==> config.mk <==
export PLATFORM = sky130hd
export DESIGN_NAME = fetch_bundle_queue_flat
export DESIGN_NICKNAME = d
export VERILOG_FILES = /design/src/rtl/fetch_bundle_queue_pkg.sv /design/src/rtl/fetch_bundle_queue_if.sv /design/src/rtl/fbq_ctrl.sv /design/src/rtl/fetch_bundle_queue.sv /design/src/flat_wrapper.sv
export SDC_FILE = /design/constraint.sdc
export NUM_CORES = 1
export LEC_CHECK = 0
export CAP_MARGIN = 30
export CORE_ASPECT_RATIO = 1.25
export CORE_MARGIN = 2
export CORE_UTILIZATION = 40
export DETAILED_ROUTE_END_ITERATION = 6
export SYNTH_ARGS = -nofsm -noshare
export SYNTH_HDL_FRONTEND = slang
export SYNTH_HIERARCHICAL = 1
export SYNTH_SLANG_ARGS = --single-unit
==> constraint.sdc <==
create_clock -name clk -period 76.2 [get_ports clk]
set_input_delay 15.24 -clock clk [delete_from_list [all_inputs] [get_ports clk]]
set_output_delay 15.24 -clock clk [all_outputs]
set_load 0.01 [all_outputs]
==> src/rtl/fetch_bundle_queue_pkg.sv <==
// ---------------------------------------------------------------------------
// fetch_bundle_queue_pkg
// Shared fetch configuration for the fetch bundle queue: PC width, fetch
// width, instruction bundle width and the layout of one queued entry.
// Ports: none (package).
// ---------------------------------------------------------------------------
package fetch_bundle_queue_pkg;

  localparam int SIZE_PC            = 32;
  localparam int FETCH_WIDTH        = 4;
  localparam int INSN_BYTES         = 8;
  localparam int INSTRUCTION_BUNDLE = FETCH_WIDTH * INSN_BYTES * 8;
  localparam int TARGETS_W          = FETCH_WIDTH * SIZE_PC;

  // One fetch bundle with its per-slot branch prediction state.
  typedef struct packed {
    logic [TARGETS_W-1:0]          targetAddr;
    logic [FETCH_WIDTH-1:0]        prediction;
    logic [FETCH_WIDTH-1:0]        btbHit;
    logic [INSTRUCTION_BUNDLE-1:0] bundle;
    logic [SIZE_PC-1:0]            pc;
  } fbq_entry_t;

  // Extract the predicted target of slot k (slot 0 sits in the low bits).
  function automatic logic [SIZE_PC-1:0] slot_target(input logic [TARGETS_W-1:0] t,
                                                     input int k);
    return t[k*SIZE_PC +: SIZE_PC];
  endfunction

endpackage

==> src/rtl/fetch_bundle_queue_if.sv <==
// ---------------------------------------------------------------------------
// fetch_bundle_queue_if
// Handshake and payload bundle between Fetch stage 1 (enqueue side),
// the fetch bundle queue and Fetch stage 2 (dequeue side).
//   slave  : the queue itself
//   master : the surrounding fetch logic (drives enqueue, flush, deqReady)
// Signals: flush_i, enqValid_i/enqReady_o, pc_i, instructionBundle_i,
//          btbHit_i, prediction_i, targetAddr_i, deqValid_o/deqReady_i,
//          pc_o, instructionBundle_o, btbHit_o, prediction_o,
//          targetAddr_o, count_o, stall_o.
// ---------------------------------------------------------------------------
interface fetch_bundle_queue_if
  import fetch_bundle_queue_pkg::*;
#(
  parameter int DEPTH = 4
) ();

  localparam int CNT_W = $clog2(DEPTH) + 1;

  logic                          flush_i;
  logic                          enqValid_i;
  logic                          enqReady_o;
  logic [SIZE_PC-1:0]            pc_i;
  logic [INSTRUCTION_BUNDLE-1:0] instructionBundle_i;
  logic [FETCH_WIDTH-1:0]        btbHit_i;
  logic [FETCH_WIDTH-1:0]        prediction_i;
  logic [TARGETS_W-1:0]          targetAddr_i;

  logic                          deqValid_o;
  logic                          deqReady_i;
  logic [SIZE_PC-1:0]            pc_o;
  logic [INSTRUCTION_BUNDLE-1:0] instructionBundle_o;
  logic [FETCH_WIDTH-1:0]        btbHit_o;
  logic [FETCH_WIDTH-1:0]        prediction_o;
  logic [TARGETS_W-1:0]          targetAddr_o;
  logic [CNT_W-1:0]              count_o;
  logic                          stall_o;

  modport slave (
    input  flush_i, enqValid_i, pc_i, instructionBundle_i, btbHit_i,
           prediction_i, targetAddr_i, deqReady_i,
    output enqReady_o, deqValid_o, pc_o, instructionBundle_o, btbHit_o,
           prediction_o, targetAddr_o, count_o, stall_o
  );

  modport master (
    output flush_i, enqValid_i, pc_i, instructionBundle_i, btbHit_i,
           prediction_i, targetAddr_i, deqReady_i,
    input  enqReady_o, deqValid_o, pc_o, instructionBundle_o, btbHit_o,
           prediction_o, targetAddr_o, count_o, stall_o
  );

endinterface

==> src/rtl/fbq_ctrl.sv <==
// ---------------------------------------------------------------------------
// fbq_ctrl
// Head/tail pointers and occupancy counter of the fetch bundle queue.
// Ports:
//   clk, reset          clock, synchronous active-high reset
//   i_flush             drop every queued bundle on the next edge
//   i_enq_valid         producer offers a bundle
//   i_deq_ready         consumer takes the head bundle
//   o_head, o_tail      storage indices of the oldest entry / next free slot
//   o_count             occupancy, 0..DEPTH
//   o_wr_en             write the offered bundle at o_tail this cycle
//   o_enq_ready         queue not full
//   o_deq_valid         queue not empty
// DEPTH must be a power of two (>= 2) so the pointers wrap naturally.
// ---------------------------------------------------------------------------
module fbq_ctrl #(
  parameter int DEPTH = 4
) (
  input  logic                       clk,
  input  logic                       reset,
  input  logic                       i_flush,
  input  logic                       i_enq_valid,
  input  logic                       i_deq_ready,
  output logic [$clog2(DEPTH)-1:0]   o_head,
  output logic [$clog2(DEPTH)-1:0]   o_tail,
  output logic [$clog2(DEPTH):0]     o_count,
  output logic                       o_wr_en,
  output logic                       o_enq_ready,
  output logic                       o_deq_valid
);

  localparam int PTR_W = $clog2(DEPTH);
  localparam int CNT_W = PTR_W + 1;

  logic [PTR_W-1:0] r_head;
  logic [PTR_W-1:0] r_tail;
  logic [CNT_W-1:0] r_count;

  logic w_enq_ready;
  logic w_deq_valid;
  logic w_enq;
  logic w_deq;

  // Readiness looks only at the current count, so a full queue refuses a
  // bundle even if the head leaves in the same cycle.
  assign w_enq_ready = (r_count != CNT_W'(DEPTH));
  assign w_deq_valid = (r_count != '0);
  assign w_enq       = i_enq_valid & w_enq_ready & ~i_flush;
  assign w_deq       = w_deq_valid & i_deq_ready & ~i_flush;

  always_ff @(posedge clk) begin
    if (reset) begin
      r_head  <= '0;
      r_tail  <= '0;
      r_count <= '0;
    end else if (i_flush) begin
      r_head  <= '0;
      r_tail  <= '0;
      r_count <= '0;
    end else begin
      if (w_enq) r_tail <= r_tail + PTR_W'(1);
      if (w_deq) r_head <= r_head + PTR_W'(1);
      case ({w_enq, w_deq})
        2'b10:   r_count <= r_count + CNT_W'(1);
        2'b01:   r_count <= r_count - CNT_W'(1);
        default: r_count <= r_count;
      endcase
    end
  end

  assign o_head      = r_head;
  assign o_tail      = r_tail;
  assign o_count     = r_count;
  assign o_wr_en     = w_enq;
  assign o_enq_ready = w_enq_ready;
  assign o_deq_valid = w_deq_valid;

endmodule

==> src/rtl/fetch_bundle_queue.sv <==
// ---------------------------------------------------------------------------
// fetch_bundle_queue
// Circular FIFO of fetch bundles between Fetch stage 1 and Fetch stage 2.
// No bypass: a bundle accepted in cycle N is first visible at the output in
// cycle N+1. The head payload is read combinationally from storage.
// Ports:
//   clk    clock (rising edge)
//   reset  synchronous active-high reset
//   bus    fetch_bundle_queue_if.slave: enqueue/dequeue handshake, payload,
//          flush, occupancy and stall back-pressure
// ---------------------------------------------------------------------------
module fetch_bundle_queue
  import fetch_bundle_queue_pkg::*;
#(
  parameter int DEPTH = 4
) (
  input  logic                 clk,
  input  logic                 reset,
  fetch_bundle_queue_if.slave  bus
);

  localparam int PTR_W = $clog2(DEPTH);

  logic [PTR_W-1:0] w_head;
  logic [PTR_W-1:0] w_tail;
  logic [PTR_W:0]   w_count;
  logic             w_wr_en;
  logic             w_enq_ready;
  logic             w_deq_valid;
  fbq_entry_t       w_wr_entry;
  fbq_entry_t       w_head_entry;

  // Payload storage: written only on an accepted enqueue, never reset.
  fbq_entry_t r_mem [DEPTH];

  fbq_ctrl #(
    .DEPTH (DEPTH)
  ) u_ctrl (
    .clk         (clk),
    .reset       (reset),
    .i_flush     (bus.flush_i),
    .i_enq_valid (bus.enqValid_i),
    .i_deq_ready (bus.deqReady_i),
    .o_head      (w_head),
    .o_tail      (w_tail),
    .o_count     (w_count),
    .o_wr_en     (w_wr_en),
    .o_enq_ready (w_enq_ready),
    .o_deq_valid (w_deq_valid)
  );

  assign w_wr_entry.pc         = bus.pc_i;
  assign w_wr_entry.bundle     = bus.instructionBundle_i;
  assign w_wr_entry.btbHit     = bus.btbHit_i;
  assign w_wr_entry.prediction = bus.prediction_i;
  assign w_wr_entry.targetAddr = bus.targetAddr_i;

  always_ff @(posedge clk) begin
    if (w_wr_en) r_mem[w_tail] <= w_wr_entry;
  end

  assign w_head_entry = r_mem[w_head];

  assign bus.pc_o                = w_head_entry.pc;
  assign bus.instructionBundle_o = w_head_entry.bundle;
  assign bus.btbHit_o            = w_head_entry.btbHit;
  assign bus.prediction_o        = w_head_entry.prediction;
  assign bus.targetAddr_o        = w_head_entry.targetAddr;

  assign bus.deqValid_o = w_deq_valid;
  assign bus.enqReady_o = w_enq_ready;
  assign bus.stall_o    = ~w_enq_ready;
  assign bus.count_o    = w_count;

endmodule

==> src/flat_wrapper.sv <==
// flat-port wrapper written by rule: the top's interface ports become plain ports
module fetch_bundle_queue_flat import fetch_bundle_queue_pkg::*;
#(
  parameter int DEPTH = 4
)
  (clk, reset, bus_flush_i, bus_enqValid_i, bus_pc_i, bus_instructionBundle_i, bus_btbHit_i, bus_prediction_i, bus_targetAddr_i, bus_deqReady_i, bus_enqReady_o, bus_deqValid_o, bus_pc_o, bus_instructionBundle_o, bus_btbHit_o, bus_prediction_o, bus_targetAddr_o, bus_count_o, bus_stall_o);
  fetch_bundle_queue_if #(.DEPTH(DEPTH)) bus_i ();
  input  logic clk;
  input  logic reset;
  input wire logic [$bits(bus_i.flush_i)-1:0] bus_flush_i;
  input wire logic [$bits(bus_i.enqValid_i)-1:0] bus_enqValid_i;
  input wire logic [$bits(bus_i.pc_i)-1:0] bus_pc_i;
  input wire logic [$bits(bus_i.instructionBundle_i)-1:0] bus_instructionBundle_i;
  input wire logic [$bits(bus_i.btbHit_i)-1:0] bus_btbHit_i;
  input wire logic [$bits(bus_i.prediction_i)-1:0] bus_prediction_i;
  input wire logic [$bits(bus_i.targetAddr_i)-1:0] bus_targetAddr_i;
  input wire logic [$bits(bus_i.deqReady_i)-1:0] bus_deqReady_i;
  output wire logic [$bits(bus_i.enqReady_o)-1:0] bus_enqReady_o;
  output wire logic [$bits(bus_i.deqValid_o)-1:0] bus_deqValid_o;
  output wire logic [$bits(bus_i.pc_o)-1:0] bus_pc_o;
  output wire logic [$bits(bus_i.instructionBundle_o)-1:0] bus_instructionBundle_o;
  output wire logic [$bits(bus_i.btbHit_o)-1:0] bus_btbHit_o;
  output wire logic [$bits(bus_i.prediction_o)-1:0] bus_prediction_o;
  output wire logic [$bits(bus_i.targetAddr_o)-1:0] bus_targetAddr_o;
  output wire logic [$bits(bus_i.count_o)-1:0] bus_count_o;
  output wire logic [$bits(bus_i.stall_o)-1:0] bus_stall_o;
  assign bus_i.flush_i = bus_flush_i;
  assign bus_i.enqValid_i = bus_enqValid_i;
  assign bus_i.pc_i = bus_pc_i;
  assign bus_i.instructionBundle_i = bus_instructionBundle_i;
  assign bus_i.btbHit_i = bus_btbHit_i;
  assign bus_i.prediction_i = bus_prediction_i;
  assign bus_i.targetAddr_i = bus_targetAddr_i;
  assign bus_i.deqReady_i = bus_deqReady_i;
  assign bus_enqReady_o = bus_i.enqReady_o;
  assign bus_deqValid_o = bus_i.deqValid_o;
  assign bus_pc_o = bus_i.pc_o;
  assign bus_instructionBundle_o = bus_i.instructionBundle_o;
  assign bus_btbHit_o = bus_i.btbHit_o;
  assign bus_prediction_o = bus_i.prediction_o;
  assign bus_targetAddr_o = bus_i.targetAddr_o;
  assign bus_count_o = bus_i.count_o;
  assign bus_stall_o = bus_i.stall_o;
  fetch_bundle_queue #(.DEPTH(DEPTH)) u_core (.clk(clk), .reset(reset), .bus(bus_i));
endmodule
=== After elaboration in Yosys (flattened, before gate mapping) ===
Memory sizes are Yosys's and may differ from the RTL's. A register that Yosys moved wholly into a read port is not among the register bits.
Cells that the tools add are included.

* Add/sub/neg operators: 4
* Eq/ne operators: 3
* Muxes and demuxes: 5
* Bitwise operators: 6
* Reduce and logical (&&, ||, !) cells: 3

{| class="wikitable"
|+ Operators by type and width
! kind !! number
|-
| $pmux W3 S2 || 1
|-
| $add A2 B1 Y2 const B || 2
|-
| $and A1 B1 Y1 || 4
|-
| $mux W2 || 2
|-
| $add A3 B1 Y3 const B || 1
|-
| $ne A3 B3 Y1 const B || 1
|-
| $reduce_bool A3 Y1 || 1
|-
| $sub A3 B1 Y3 const B || 1
|-
| $eq A2 B1 Y1 const B || 1
|-
| $eq A2 B2 Y1 const B || 1
|-
| $mux W1 || 2
|-
| $not A1 Y1 || 2
|-
| $reduce_bool A2 Y1 || 1
|-
| $reduce_or A2 Y1 || 1
|}

* Bits in registers: 7
* RAM bits: 1696
* Input port bits: 429
* Output and inout bits: 430
* Logic and storage cells: 25
* Memories: 1

{| class="wikitable"
|+ Memories
! name !! depth !! bits a word !! read ports !! clocked after Yosys merged registers in !! write ports !! RTL line !! source
|-
| u_core.r_mem || 4 || 424 || 1 || 1 || 1 || fetch_bundle_queue.sv:34 || <nowiki>fbq_entry_t r_mem [DEPTH];</nowiki>
|}

=== Depth between registers and ports, before layout ===
* Depth after elaboration: 5
* Depth in mapped cells: 8
* Gate-level depth less buffers: 8

=== Hierarchy ===
Netlist, hierarchy kept.

{| class="wikitable"
|+ By module, submodules not included
! module !! times used !! cells an instance !! area each (µm²) !! sequential area each (µm²)
|-
| fetch_bundle_queue || 1 || 2219 || 61222.5 || 50928.8
|-
| fbq_ctrl || 1 || 43 || 362.8 || 140.1
|}

=== Worst setup path before layout ===
No wires, ideal clock.

* Path kind: in2reg
* From: input bus_enqValid_i
* To: memory u_core/r_mem[0][0] (netlist bit) (enable)
* Library setup time: 1.813 ns
* Data arrival time: 45.822 ns
* Required time: 74.387 ns
* Path slack: 28.564 ns
* Cell stages on the path: 4
* Path buffers: 0
* Cell sequence: inv_1 or3_1 inv_1 nor3b_1

* Word-level cells in the longest chain between the ends: 4

{| class="wikitable"
|+ Ends and longest elaborated chain
! what !! RTL line !! source
|-
| start, declared || flat_wrapper.sv:11 || <nowiki>input wire logic [$bits(bus_i.enqValid_i)-1:0] bus_enqValid_i;</nowiki>
|-
| $and A1 B1 Y1 (2 in a row) || fbq_ctrl.sv:48 || <nowiki>assign w_enq = i_enq_valid & w_enq_ready & ~i_flush;</nowiki>
|-
| named net u_core.w_wr_en || fetch_bundle_queue.sv:27 || <nowiki>logic w_wr_en;</nowiki>
|-
| $mux W1 || fetch_bundle_queue.sv:59 || <nowiki>if (w_wr_en) r_mem[w_tail] <= w_wr_entry;</nowiki>
|-
| $mux W1 (implied by the code) || fetch_bundle_queue.sv:59 ||
|-
| end, declared || fetch_bundle_queue.sv:34 ||
|}

The timed path passes the listed nets, and every way through them passes these cells.

==> metrics <==
Crit Path Max Fanout=39; Core ar.=154000 µm²; Reg clk slew, reported paths=0.06 ns; Rel. slew slack=20.1%; post-cts repair resize count=0; first-pass GRT wire length=206000 µm; synthesis-stage register bit count=1703; CTS tree=built; hold path endpoint=u_core/u_ctrl/o_count[2]$_SDFFE_PP0P_; Post-Syn Nets=2693; max cap viols=0; Fmax achieved=0.0487 GHz; Seq/Total Area, Yosys=82.9%; crit path kind=reg -> out; Least-Margin Pin Slew=1.20 ns; die width=355 µm; Hold Startpoint=u_core/u_ctrl/o_count[2]$_SDFFE_PP0P_; nets=3672; crit path time final=20.52 ns; Top FF cell, synth=edfxtp_1; largest net degree at the start of global routing=143; area leader, netlist=edfxtp_1; Port Buffers=858; Area Growth Syn to Fin=26.5%; r2r endpoint=u_core/r_mem[1][252]$_DFFE_PP_; pwr/cell area=24.6 nW/µm²; Die ar.=157000 µm²; vias in the first global route=30000; EDFF count, synth=1696; largest cells by area after synthesis=edfxtp_1 (83%), mux4_2 (16%), buf_6 (0.73%); top cell type's share of synthesized area=82.7%; Post-DP HPWL=92600 µm; asr flop ratio synth=0%; Reg2Reg Depth=7; number of DRC markers in iteration 0=2091; Synthesis Warnings=6; RSZ-0062 raised after global routing=false; R2R Setup Slk=71.51 ns; synthesized cell area=61600 µm²; DRC Markers=0; detailed-route wire length=143000 µm; Max IR drop VDD=0.0221 mV; height of the die=443 µm; synth unique cells=23; number of hold violations in the final report=0; Final Max Tran Viols=0; layout cells sized above 1=20.5%; Mapped Cells=2262; hold slack=0.557 ns; Final Non-Filler Cells=5444; most numerous cell in the Yosys netlist=edfxtp_1; Leak Pwr=0.0239 µW; data required time of the worst path=60.96 ns; GRT Overall Usage=18.0%; antenna violations before repair=47; ANT nets after route=0; crit start category=flip-flop; Routability Congestion=0.799; Ports=859; syn avg cell area=27.2 µm²; Clock Tree Root=clkbuf_16; Worst Hold Depth=2; post-CTS setup buffer count=0; status=finished, final reports clean; Post-CTS Hold Buffers=0; Vias per Instance=5.13; final-report setup violation count=0; total grt overflow=0; CP arrival=5.28 ns; Initial Util=40.1%; Clock Path Buffers=3; Fin Clk Skew=0.0449 ns; dpl cells=5106; Num CTS Buffers=165; setup TNS=0 ns; vias=28000; Tcrit/Tclk final=26.9%; Clock Latency Late Sink=0.80 ns; Post-synth top cells=edfxtp_1 (1696), mux4_2 (424), buf_2 (45); final worst slack=55.68 ns; # clock sinks=1703; drt wl/cell=26.3 µm; drt pass-1 iters=5; CTS H-tree lvls=4; reg-to-reg startpoint=u_core/u_ctrl/o_count[0]$_SDFFE_PP0P_; Setup WS pre-CTS=55.86 ns; std cell rows=161; hold crit path type=reg -> reg; Setup crit end kind=output port
## sequential cells by signal (all words and copies together), names as in the netlist
signal,count
u_core/u_ctrl/o_count,3
u_core/r_mem,1696
u_core/u_ctrl/o_tail,2
u_core/u_ctrl/o_head,2
## cells by family after synthesis
kind of cell,Yosys count,share of synthesized area (%)
AOI/OAI and AO/OA,9,0.0833
xor gates and xnor gates,4,0.0569
adders and majority gates,2,0.0528
buffers and inverters,102,1.20
DFF,1703,82.9
muxes,424,15.5
and+or+nand+nor,18,0.177
## critical path, stage by stage, from the launching register on
cell,delay [ns]
dfxtp_4,0.87
buf_4,0.77
buf_4,0.74
buf_4,0.74
mux4_2,0.61
clkdlybuf4s50_1,0.54
## how the worst max path moves through the flow
stage,start,endpoint,cells past startpoint
finish,u_core/u_ctrl/o_head[0]$_SDFFE_PP0P_,bus_instructionBundle_o[81],5
global route,u_core/u_ctrl/o_head[0]$_SDFFE_PP0P_,bus_instructionBundle_o[81],5
CTS,u_core/u_ctrl/o_head[0]$_SDFFE_PP0P_,bus_instructionBundle_o[201],5
detailed placement,bus_enqValid_i,u_core/r_mem[3][247]$_DFFE_PP_,8
global placement,bus_enqValid_i,u_core/r_mem[3][243]$_DFFE_PP_,8
floorplan,bus_enqValid_i,u_core/r_mem[0][0]$_DFFE_PP_,4
## layout make-up
type | count | area [µm²]
clock inverters | 80 | 744
repair buffers | 907 | 9230
inverters | 7 | 26.3
diodes | 29 | 72.6
fillers | 12100 | 75600
flip-flops and latches | 1703 | 51100
well taps | 2037 | 2550
clock buffers | 224 | 4390
multi-input cells | 457 | 9790
## metrics by stage
stage / util [%] / power [µW] / cell area (µm²)
5_1_grt: 50.7 / 1980 / 77900
2_1_floorplan: - / 1110 / 61600
4_1_cts: 50.6 / 1940 / 77700
6_report: 50.7 / 1920 / 77900
3_3_place_gp: 47.1 / 1160 / 72400
3_5_place_dp: 47.3 / 1160 / 72500
## power breakdown
group / switching [µW] / internal (µW)
registers: 3.49 / 1050
clock network: 338 / 434
logic: 42.1 / 50.5
## per-layer routing
| layer | up-vias | track usage, % | part of all wire (%) |
|---|---|---|---|
| met5 | - | 0 | 0.15 |
| met4 | 38 | 8.31 | 3.8 |
| met3 | 254 | 5.45 | 7.8 |
| met2 | 998 | 30.5 | 51 |
| met1 | 14800 | 21.1 | 37 |
| li1 | 11900 | - | - |
## cells in the final DEF (no fill, tap or decap), types with 2 or more instances in the layout
cell and count:
clkinv_1 35, clkinv_2 19, a21oi_1 4, clkbuf_16 167, inv_6 4, inv_16 2
clkdlybuf4s50_1 858, clkinv_16 3, and3b_4 2, mux4_2 424, buf_16 10, clkinvlp_4 3
buf_12 6, buf_4 33, edfxtp_1 1696, xor2_1 4, bufinv_16 8, nor3b_2 2
nor2_1 6, diode_2 29, o21ai_0 3, clkinv_8 5, or3_1 4, clkbuf_1 57
dfxtp_1 5, dfxtp_4 2, inv_1 7
Power figures use the tool's default switching activity.
